`src/rtl/divu_seq.sv`:
```
// -----------------------------------------------------------------------------
// divu_seq -- sequential radix-2 restoring divider, one quotient bit per clock.
//
// A multi-cycle execution unit that sits beside the ALU. The pipeline stalls
// while busy is high and picks up q/r/dz on the single-cycle done pulse.
//
// Optional feature macro: DIVU_SIGNED_EN
//   defined   : sign=1 selects two's-complement operands. Magnitudes are divided
//               and the sign fixup is applied while leaving FINISH, so latency
//               is unchanged. The quotient truncates toward zero and the
//               remainder takes the sign of a.
//   undefined : the sign input is ignored and every operation is unsigned.
//
// Parameters
//   WIDTH   operand/result width (>= 2)
//   CNT_W   iteration counter width, derived from WIDTH
//
// Ports
//   clk     in   1      rising-edge clock
//   resetn  in   1      asynchronous active-low reset
//   start   in   1      request, accepted only when idle (busy==0, done==0)
//   abort   in   1      cancel the operation in flight, no done pulse
//   sign    in   1      signed operation (DIVU_SIGNED_EN builds only)
//   a       in   WIDTH  dividend, sampled on the accepting edge
//   b       in   WIDTH  divisor, sampled on the accepting edge
//   q       out  WIDTH  quotient, held until the next completed operation
//   r       out  WIDTH  remainder, held until the next completed operation
//   busy    out  1      operation in progress (CALC or FINISH)
//   done    out  1      one-cycle pulse, q/r/dz valid
//   dz      out  1      divide-by-zero flag of the completed operation
//
// Timing: start accepted at edge 0 -> done high in the cycle after edge
// WIDTH+1. A zero divisor skips CALC, so done is high after edge 1.
// -----------------------------------------------------------------------------
module divu_seq #(
    parameter  int WIDTH = 32,
    localparam int CNT_W = $clog2(WIDTH + 1)
) (
    input  logic             clk,
    input  logic             resetn,
    input  logic             start,
    input  logic             abort,
    input  logic             sign,
    input  logic [WIDTH-1:0] a,
    input  logic [WIDTH-1:0] b,
    output logic [WIDTH-1:0] q,
    output logic [WIDTH-1:0] r,
    output logic             busy,
    output logic             done,
    output logic             dz
);

    typedef enum logic [1:0] {
        S_IDLE   = 2'd0,
        S_CALC   = 2'd1,
        S_FINISH = 2'd2
    } state_t;

    state_t           state_q, state_d;

    logic [WIDTH:0]   rem_q;      // partial remainder, one guard bit
    logic [WIDTH-1:0] quo_q;      // dividend shifts out, quotient bits shift in
    logic [WIDTH-1:0] dvs_q;      // divisor magnitude
    logic [CNT_W-1:0] cnt_q;      // iterations left
    logic             dz_pend_q;  // zero divisor seen at accept

    logic             accept;
    logic             b_zero;
    logic             finish_fire;
    logic [WIDTH-1:0] mag_a;
    logic [WIDTH-1:0] mag_b;
    logic [WIDTH:0]   shifted;
    logic [WIDTH:0]   trial;
    logic             fits;
    logic [WIDTH-1:0] res_q;
    logic [WIDTH-1:0] res_r;

    // A start that arrives in the done cycle is dropped. The requester has to
    // hold or repeat it for one more cycle.
    assign accept      = start && (state_q == S_IDLE) && !done;
    assign b_zero      = (b == '0);
    assign finish_fire = (state_q == S_FINISH) && !abort;

`ifdef DIVU_SIGNED_EN
    logic sa;
    logic sb;
    logic neg_quo_q;
    logic neg_rem_q;

    assign sa    = sign & a[WIDTH-1];
    assign sb    = sign & b[WIDTH-1];
    // The magnitude of MIN wraps to MIN. Read as unsigned that is 2^(WIDTH-1),
    // which is correct, so MIN / -1 gives q=MIN, r=0 without a special case.
    assign mag_a = sa ? (~a + 1'b1) : a;
    assign mag_b = sb ? (~b + 1'b1) : b;
`else
    logic unused_sign;

    assign unused_sign = sign;
    assign mag_a       = a;
    assign mag_b       = b;
`endif

    // One restoring step: shift {R,Q} left, then subtract if the divisor fits.
    assign shifted = {rem_q[WIDTH-1:0], quo_q[WIDTH-1]};
    assign trial   = shifted - {1'b0, dvs_q};
    assign fits    = (shifted >= {1'b0, dvs_q});

    // Result formatting. A zero divisor never runs CALC, so quo_q still holds
    // |a|. That value becomes the remainder, and the sign fixup turns it back
    // into a.
    always_comb begin
        // NOTE: every signal driven here gets a default first, so no path
        // leaves a value unassigned and no latch is inferred.
        res_q = dz_pend_q ? '1    : quo_q;
        res_r = dz_pend_q ? quo_q : rem_q[WIDTH-1:0];
`ifdef DIVU_SIGNED_EN
        if (neg_quo_q && !dz_pend_q) res_q = ~quo_q + 1'b1;
        if (neg_rem_q)               res_r = ~res_r + 1'b1;
`endif
    end

    // Next-state logic and the busy output.
    always_comb begin
        state_d = state_q;
        busy    = (state_q != S_IDLE);
        unique case (state_q)
            S_IDLE: begin
                if (accept) state_d = b_zero ? S_FINISH : S_CALC;
            end
            S_CALC: begin
                if (abort)                    state_d = S_IDLE;
                else if (cnt_q == CNT_W'(1))  state_d = S_FINISH;
            end
            S_FINISH: begin
                state_d = S_IDLE;
            end
            default: begin
                state_d = S_IDLE;
            end
        endcase
    end

    always_ff @(posedge clk or negedge resetn) begin
        if (!resetn) begin
            state_q   <= S_IDLE;
            rem_q     <= '0;
            quo_q     <= '0;
            dvs_q     <= '0;
            cnt_q     <= '0;
            dz_pend_q <= 1'b0;
            q         <= '0;
            r         <= '0;
            dz        <= 1'b0;
            done      <= 1'b0;
        end else begin
            // NOTE: every register here uses non-blocking assignment, so each
            // right-hand side sees the values from before the edge.
            state_q <= state_d;
            done    <= finish_fire;

            if (accept) begin
                rem_q     <= '0;
                quo_q     <= mag_a;
                dvs_q     <= mag_b;
                cnt_q     <= CNT_W'(WIDTH);
                dz_pend_q <= b_zero;
            end else if (state_q == S_CALC && !abort) begin
                rem_q <= fits ? trial : shifted;
                quo_q <= {quo_q[WIDTH-2:0], fits};
                cnt_q <= cnt_q - 1'b1;
            end

            // When abort wins, FINISH never fires and the previous results stay.
            if (finish_fire) begin
                q  <= res_q;
                r  <= res_r;
                dz <= dz_pend_q;
            end
        end
    end

`ifdef DIVU_SIGNED_EN
    always_ff @(posedge clk or negedge resetn) begin
        if (!resetn) begin
            neg_quo_q <= 1'b0;
            neg_rem_q <= 1'b0;
        end else if (accept) begin
            neg_quo_q <= sa ^ sb;
            neg_rem_q <= sa;
        end
    end
`endif

endmodule

```
`config.mk`:
```
export PLATFORM = sky130hd
export DESIGN_NAME = divu_seq
export DESIGN_NICKNAME = d
export VERILOG_FILES = /design/src/rtl/divu_seq.sv
export SDC_FILE = /design/constraint.sdc
export NUM_CORES = 1
export LEC_CHECK = 0
export BUFFER_PORTS_ARGS = -buffer_cell sky130_fd_sc_hd__clkbuf_2
export CAP_MARGIN = 20
export CORE_UTILIZATION = 38
export CTS_BUF_LIST = sky130_fd_sc_hd__clkbuf_8
export DETAILED_ROUTE_END_ITERATION = 8
export GPL_TIMING_DRIVEN = 0
export PLACE_DENSITY_LB_ADDON = 0.25
export SLEW_MARGIN = 20
export SYNTH_ARGS = -nofsm -noshare
export SYNTH_HDL_FRONTEND = slang
export SYNTH_SLANG_ARGS = --single-unit
```
`constraint.sdc`:
```
create_clock -name clk -period 7.6 [get_ports clk]
set_input_delay 0.38 -clock clk [delete_from_list [all_inputs] [get_ports clk]]
set_output_delay 0.38 -clock clk [all_outputs]
set_load 0.05 [all_outputs]
```
==> results of run 1 <==
[worst max-delay path, stage by stage, from the launching register on]
cell	delay [ns]
dfrtp_1	0.45
inv_1	0.11
ha_1	0.24
fa_1	0.38
nor2b_1	0.20
o31a_1	0.20
o21ai_1	0.17
o31a_1	0.32
o21ai_2	0.25
a221oi_2	0.15
o31ai_1	0.33
mux2i_1	0.23
nand2_1	0.07
[synthesized netlist by cell type, types with 16 or more instances]
master | n | area share, %
inv_1 | 42 | 1.8
a22oi_1 | 31 | 2.6
nand2_1 | 145 | 6.1
o21ai_0 | 68 | 3.8
dfrtp_1 | 171 | 48
nor2_1 | 132 | 5.5
mux2i_1 | 36 | 4.0
a21o_1 | 17 | 1.4
clkbuf_1 | 51 | 2.1
a21oi_1 | 97 | 5.4
ha_1 | 34 | 4.7
xnor2_1 | 16 | 1.6
[power by group through the flow]
stage | Combinational (uW) | Sequential, uW | Clock (uW)
CTS | 2900 | 1650 | 643
global route | 3190 | 1710 | 679
global placement | 2850 | 1660 | 0
floorplan | 1600 | 2160 | 0
finish | 2890 | 1660 | 634
detailed placement | 2880 | 1670 | 0
[repair_timing]
item | CTS | global route
hold buffers | 1 | 0
endpoints found under the hold margin | 40 | 0
gates resized for setup | 0 | 0
[flip-flops by register name (all words and copies together), names as in the netlist]
register	count
r	32
dz_pend_q	1
dz	1
cnt_q	6
done	1
dvs_q	32
quo_q	32
q	32
state_q	2
rem_q	32
[metal layers]
layer	up-vias	share of wire, %
li1	3809	-
met1	3707	50
met2	245	44
met3	20	5.7
met4	0	1.0
met5	-	0
[area by class of cell]
class | count | area (um2)
Clock inverter | 14 | 151
Timing Repair Buffer | 137 | 744
Fill cell | 2323 | 12400
Multi-Input combinational cell | 731 | 4300
Clock buffer | 17 | 234
Inverter | 42 | 158
Tap cell | 313 | 392
Buffer | 62 | 256
Sequential cell | 171 | 4280
[logic make-up after synthesis]
| group | Yosys count |
|---|---|
| compound gates | 289 |
| mux | 37 |
| xor+xnor | 25 |
| simple gates | 345 |
| fa+ha+maj | 35 |
| flops | 171 |
| buf+inv | 104 |
[cell usage in the layout (no fill, tap or decap), types with 5 or more instances in the layout]
cell	instances
a211oi_1	6
o21ai_0	68
nand4_1	10
clkbuf_1	51
nand3_1	12
a22oi_1	31
a22o_1	12
a32oi_1	6
o21ai_1	11
nand2b_1	8
xnor2_1	16
o21bai_1	7
a21oi_1	97
nand2_1	145
nor4_1	9
a21o_1	17
inv_8	6
clkbuf_2	133
a31oi_1	5
dfrtp_1	171
mux2i_1	36
xor2_1	9
inv_1	42
nor2_1	132
clkbuf_8	18
nor3_1	10
ha_1	34
[per-stage QoR]
| step | hold slack (ns) | util [%] | cells |
|---|---|---|---|
| final | 0.123 | 45.9 | 1487 |
| after global routing | 0.109 | 45.9 | 1487 |
| after CTS | 0.109 | 45.9 | 1487 |
| after detailed placement | 0.323 | 44.2 | 1455 |
| after global placement | 0.474 | 43.9 | 1453 |
| after floorplan | 0.0844 | - | 1006 |
[path summary, 6_finish.rpt]
check | endpoint | cells after the start | slack, ns
hold / removal | quo_q[17] | 3 | 0.12
setup reg to reg | rem_q[30] | 12 | 4.40
min in group asynchronous | q[11] | 2 | 0.38
setup / recovery | rem_q[30] | 12 | 4.40
hold reg to reg | dvs_q[0] | 2 | 0.50
max in group asynchronous | dvs_q[22] | 4 | 6.22
==> results.sh, run 1 <==
export IMPL_ant_nets=0
export IMPL_drtIter0Drc=588
export IMPL_path_class="flip-flop to flip-flop"
export IMPL_ir_worst_vdd_mv=0.200
export IMPL_max_slew_margin_rel_pct=49.0
export IMPL_worst_slew_pin_slew_ns=0.764
export IMPL_synthXorXnorAreaFrac_pct=2.43
export IMPL_swShare_pct=52.0
export IMPL_finalSetupTns_ns=0
export IMPL_synthMuxAreaShare_pct=4.13
export IMPL_fin_crit_sh_pct=42.0
export IMPL_drc_errors=0
export IMPL_crit_start="quo_q[31]"
export IMPL_p_seq_share_pct=32.0
export IMPL_place_gp_congestion=0.858
export IMPL_final_area_mm2=0.0105
export IMPL_placed_cell_area_mm2=0.0101
export IMPL_cts_htree_levels=4
export IMPL_synth_adder_area_share_pct=4.95
export IMPL_antenna_found_initial=0
export IMPL_fmaxAchievable_ghz=0.313
export IMPL_layout_drive_gt1_share_pct=16.1
export IMPL_syn_inst=1006
export IMPL_rows=55
export IMPL_critPathLaunchType="flip-flop"
export IMPL_p_leak_uw=0.00494
export IMPL_cp_max_fo=4
export IMPL_firstDrtPassIters=6
export IMPL_synth_compound_area_share_pct=20.2
export IMPL_io_pins=136
export IMPL_layout_nets=1266
export IMPL_syn_cell_area_mm2=0.00899
export IMPL_die_area_mm2=0.0243
export IMPL_wirelength_um=25400
export IMPL_grt_pass1_wl_um=40500
export IMPL_rsz0062_at_grt="false"
export IMPL_slew_violations=0
export IMPL_required_ns=7.96
export IMPL_area_growth_pct=16.9
export IMPL_crit_path_end_kind="flip-flop"
export IMPL_total_power_uw=5180
export IMPL_worst_slack_ns=4.40
export IMPL_grt_max_degree=74
export IMPL_drv_cap=0
export IMPL_ys_seq_area_share_pct=47.6
export IMPL_use_met3_pct=3.03
export IMPL_clkSinkCount=171
export IMPL_combPwrFrac_pct=55.8
export IMPL_grt_util_met2_pct=33.8
export IMPL_synth_warnings=0
export IMPL_hold_viol=0
export IMPL_portBuffers=134
export IMPL_start_util_pct=39.2
export IMPL_die_h_um=156
export IMPL_cts_setup_buffers=0
export IMPL_clkTransAtPathRegs_ns=0.10
export IMPL_die_w_um=156
export IMPL_core_mm2=0.0229
export IMPL_grt_use_total_pct=21.6
export IMPL_grt_pass1_vias=7420
export IMPL_drt_vias_per_instance=5.23
export IMPL_setup_viol=0
export IMPL_yosysUniqueCellTypes=58
export IMPL_grt_busiest_layer="met2"
export IMPL_r2r_start="quo_q[31]"
export IMPL_async_flop_share_pct=100
export IMPL_fin_crit_ns=3.20
export IMPL_p_per_area_mw_per_mm2=493
export IMPL_arrival_ns=3.55
export IMPL_syn_num_nets=1110
export IMPL_hp_start="a[17]"
export IMPL_cts_made_buffers=17
export IMPL_internal_power_uw=2490
export IMPL_synth_seq_cells=171
export IMPL_cts_root_buf="clkbuf_8"
export IMPL_use_met1_pct=31.5
export IMPL_finalClockSkew_ns=0.0169
export IMPL_synth_avg_cell_area_um2=8.94
export IMPL_avgRoutedWirePerCell_um=17.1
export IMPL_diodes=0
export IMPL_cts_tree="done"
export IMPL_clk_path_buf_depth=2
export IMPL_synth_edff_count=0
export IMPL_synth_top_flop_cell="dfrtp_1"
export IMPL_hpwlAfterDp_um=19700
export IMPL_clk_latency_ns=0.47
export IMPL_grt_overflow=0
export IMPL_synth_top_family_by_area="compound AO/OA/AOI/OAI gates"
export IMPL_clkPwrFrac_pct=12.2
export IMPL_p_switching_uw=2700
export IMPL_status="completed"
export IMPL_synthSimpleGateAreaFrac_pct=16.1
export IMPL_vias=7781
export IMPL_place_ws_ns=4.48
export IMPL_worstHoldPathType="input port to flip-flop"
No activity file was read; power rests on OpenSTA's default activity.
==> run 2, diff against run 1 <==
==> constraint.sdc (replaced) <==
create_clock -name clk -period 2.6 [get_ports clk]
set_input_delay 0.13 -clock clk [delete_from_list [all_inputs] [get_ports clk]]
set_output_delay 0.13 -clock clk [all_outputs]
set_load 0.05 [all_outputs]
==> run 2 against run 1 <==
The run now ends with negative setup slack left. Sequential power rose to 2.9 times the previous value. Cell area rose by 16%. Combinational power rose to 3.7 times the previous value. Global-route usage rose by 1.6 points. Non-clock buffer count rose by 118. Die area did not move. Clock power rose to 3.2 times the previous value. Clock skew fell by 0.0050 ns. Utilization rose by 7.4 points. Setup slack got worse by 4.6 ns. Via count rose by 7.9%. Register-to-register slack got worse by 4.6 ns. Largest cell class unchanged. Highest routed layer unchanged.
==> results.sh, run 2 (synthesis results as in run 1) <==
export IMPL_placed_cell_area_mm2=0.0101
export IMPL_fin_crit_sh_pct=108
export IMPL_clk_path_buf_depth=2
export IMPL_crit_chain="buf_4 > inv_1 > fa_2 > nor2b_2 > o31a_1 > o21ai_2 > o31a_1 > o21ai_4 > a221oi_4 > o31ai_4 > mux2i_1 > nand2_1"
export IMPL_start_util_pct=39.2
export IMPL_max_slew_margin_rel_pct=49.0
export IMPL_grt_pass1_wl_um=43200
export IMPL_combPwrFrac_pct=60.8
export IMPL_hpwlAfterDp_um=19800
export IMPL_diodes=0
export IMPL_worst_path_stages=12
export IMPL_die_h_um=156
export IMPL_critPathLaunchType="flip-flop"
export IMPL_cts_tree="done"
export IMPL_worst_slack_ns=-0.220
export IMPL_drv_cap=0
export IMPL_layout_nets=1384
export IMPL_portBuffers=134
export IMPL_antenna_found_initial=0
export IMPL_firstDrtPassIters=5
export IMPL_core_mm2=0.0229
export IMPL_crit_start="rem_q[0]"
export IMPL_required_ns=2.96
export IMPL_clkPwrFrac_pct=11.4
export IMPL_die_w_um=156
export IMPL_p_leak_uw=0.00564
export IMPL_reg2reg_depth=12
export IMPL_worstHoldPathType="input port to flip-flop"
export IMPL_arrival_ns=3.18
export IMPL_layout_commonest_cell="dfrtp_1"
export IMPL_use_met1_pct=32.5
export IMPL_hold_ws_ns=0.0412
export IMPL_endpoint="rem_q[30]"
export IMPL_layout_drive_gt1_share_pct=26.2
export IMPL_cts_root_buf="clkbuf_8"
export IMPL_swShare_pct=50.5
export IMPL_rows=55
export IMPL_vias=8397
export IMPL_clkTransAtPathRegs_ns=0.10
export IMPL_critical_path_slowest_cell="dfrtp_1"
export IMPL_drt_vias_per_instance=5.23
export IMPL_die_area_mm2=0.0243
export IMPL_status="finished with violations"
export IMPL_p_per_area_mw_per_mm2=1430
export IMPL_grt_busiest_layer="met2"
export IMPL_drc_errors=0
export IMPL_cp_slowest_stage_delay_ns=0.43
export IMPL_slew_violations=0
export IMPL_ir_worst_vdd_mv=0.546
export IMPL_use_met3_pct=3.03
export IMPL_worst_slew_pin_slew_ns=0.764
export IMPL_p_seq_share_pct=27.8
export IMPL_fmaxAchievable_ghz=0.355
export IMPL_r2r_start="rem_q[0]"
export IMPL_finalSetupTns_ns=-5.37
export IMPL_mostFrequentLayoutCells="dfrtp_1 (160), nand2_1 (139), clkbuf_2 (136)"
export IMPL_finalClockSkew_ns=0.0119
export IMPL_path_delay_family="compound AO/OA/AOI/OAI gates"
export IMPL_grt_overflow=0
export IMPL_io_pins=136
export IMPL_grt_use_total_pct=23.1
export IMPL_cts_made_buffers=17
export IMPL_grt_max_degree=80
export IMPL_area_growth_pct=35.8
export IMPL_cp_max_fo=4
export IMPL_wirelength_um=27900
export IMPL_grt_util_met2_pct=37.0
export IMPL_r2r_setup_slack_ns=-0.22
export IMPL_ant_nets=0
export IMPL_setup_viol=34
export IMPL_path_class="flip-flop to flip-flop"
export IMPL_internal_power_uw=8680
export IMPL_clkSinkCount=171
export IMPL_rsz0062_at_grt="true"
export IMPL_crit_path_end_kind="flip-flop"
export IMPL_worst_path_most_repeated_cell="o31a_1"
export IMPL_fin_crit_ns=2.82
export IMPL_place_gp_congestion=0.858
export IMPL_p_switching_uw=8850
export IMPL_r2r_end="rem_q[30]"
export IMPL_violations="negative setup slack"
export IMPL_drtIter0Drc=514
export IMPL_final_area_mm2=0.0122
export IMPL_cts_htree_levels=4
export IMPL_grt_pass1_vias=7979
export IMPL_hold_viol=0
export IMPL_avgRoutedWirePerCell_um=17.4
export IMPL_clk_latency_ns=0.48
export IMPL_critical_path_buf_inv_count=2
-- run 2: cell types whose count changed in the layout (fill, tap and decap cells not counted), moves of 8 or more --
cell / previous run / this run
dfrtp_1: 171 / 160
nor2_1: 132 / 124
dfrtp_2: 0 / 11
ha_1: 34 / 18
buf_4: 3 / 56
o21ai_0: 68 / 47
ha_4: 0 / 12
o21ai_2: 1 / 14
dlygate4sd3_1: 1 / 65
-- run 2: power by group through the flow --
stage                     sequential (uW)  combinational, uW  clock, uW
after CTS                            4830               9810       2030
after global placement               4870               8350          0
after detailed placement             4890               8460          0
final                                4880              10700       2000
after global routing                 5000              11500       2140
after floorplan                      6330               4720          0
-- run 2: how the worst min path moves through the flow --
| stage | to | slack (ns) | start | cells after the start |
|---|---|---|---|---|
| after floorplan | cnt_q[0] | -0.17 | resetn | 0 |
| after global placement | dvs_q[5] | 0.35 | b[5] | 3 |
| after detailed placement | q[11] | 0.04 | resetn | 1 |
| after CTS | state_q[1] | 0.005 | start | 3 |
| after global routing | state_q[1] | 0.07 | start | 3 |
| final | state_q[1] | 0.04 | start | 3 |
-- run 2: timing repair --
item	4_1_cts	5_1_grt
hold buffers	65	0
buffers inserted	45	11
hold endpoints to repair	156	0
endpoints found under the setup margin	40	44
gates cloned	2	1
pin swaps	22	38
gates resized for setup	82	62
-- run 2: worst reg2reg max path: cells and delay by family (launching register included) --
family	cells	cell delay [ns]
compound gates	6	1.28
fa+ha+maj	1	0.39
buf+inv	2	0.20
flops	1	0.43
mux	1	0.21
simple gates	2	0.21
-- run 2: metrics by stage --
step / setup slack, ns / power (uW) / cells / util [%]
after global placement: -1.77 / 13200 / 1453 / 44.0
after floorplan: -0.0536 / 11100 / 1006 / -
after detailed placement: -0.448 / 13300 / 1455 / 44.3
after CTS: -0.154 / 16700 / 1596 / 51.8
final: -0.220 / 17500 / 1606 / 53.3
after global routing: -0.328 / 18600 / 1606 / 53.3
-- run 2: per-layer routing --
layer	vias to the layer above	routed length, um	part of all wire (%)
met5	-	0	0
met2	312	12900	46
met4	0	489	1.8
li1	4058	-	-
met1	3986	12900	46
met3	41	1640	5.9
-- run 2: cell type report --
| class | count | area (um2) |
|---|---|---|
| Buffer | 58 | 287 |
| Clock buffer | 17 | 234 |
| Clock inverter | 15 | 198 |
| Fill cell | 2122 | 10700 |
| Inverter | 42 | 158 |
| Multi-Input combinational cell | 731 | 4800 |
| Sequential cell | 171 | 4290 |
| Tap cell | 313 | 392 |
| Timing Repair Buffer | 259 | 1860 |
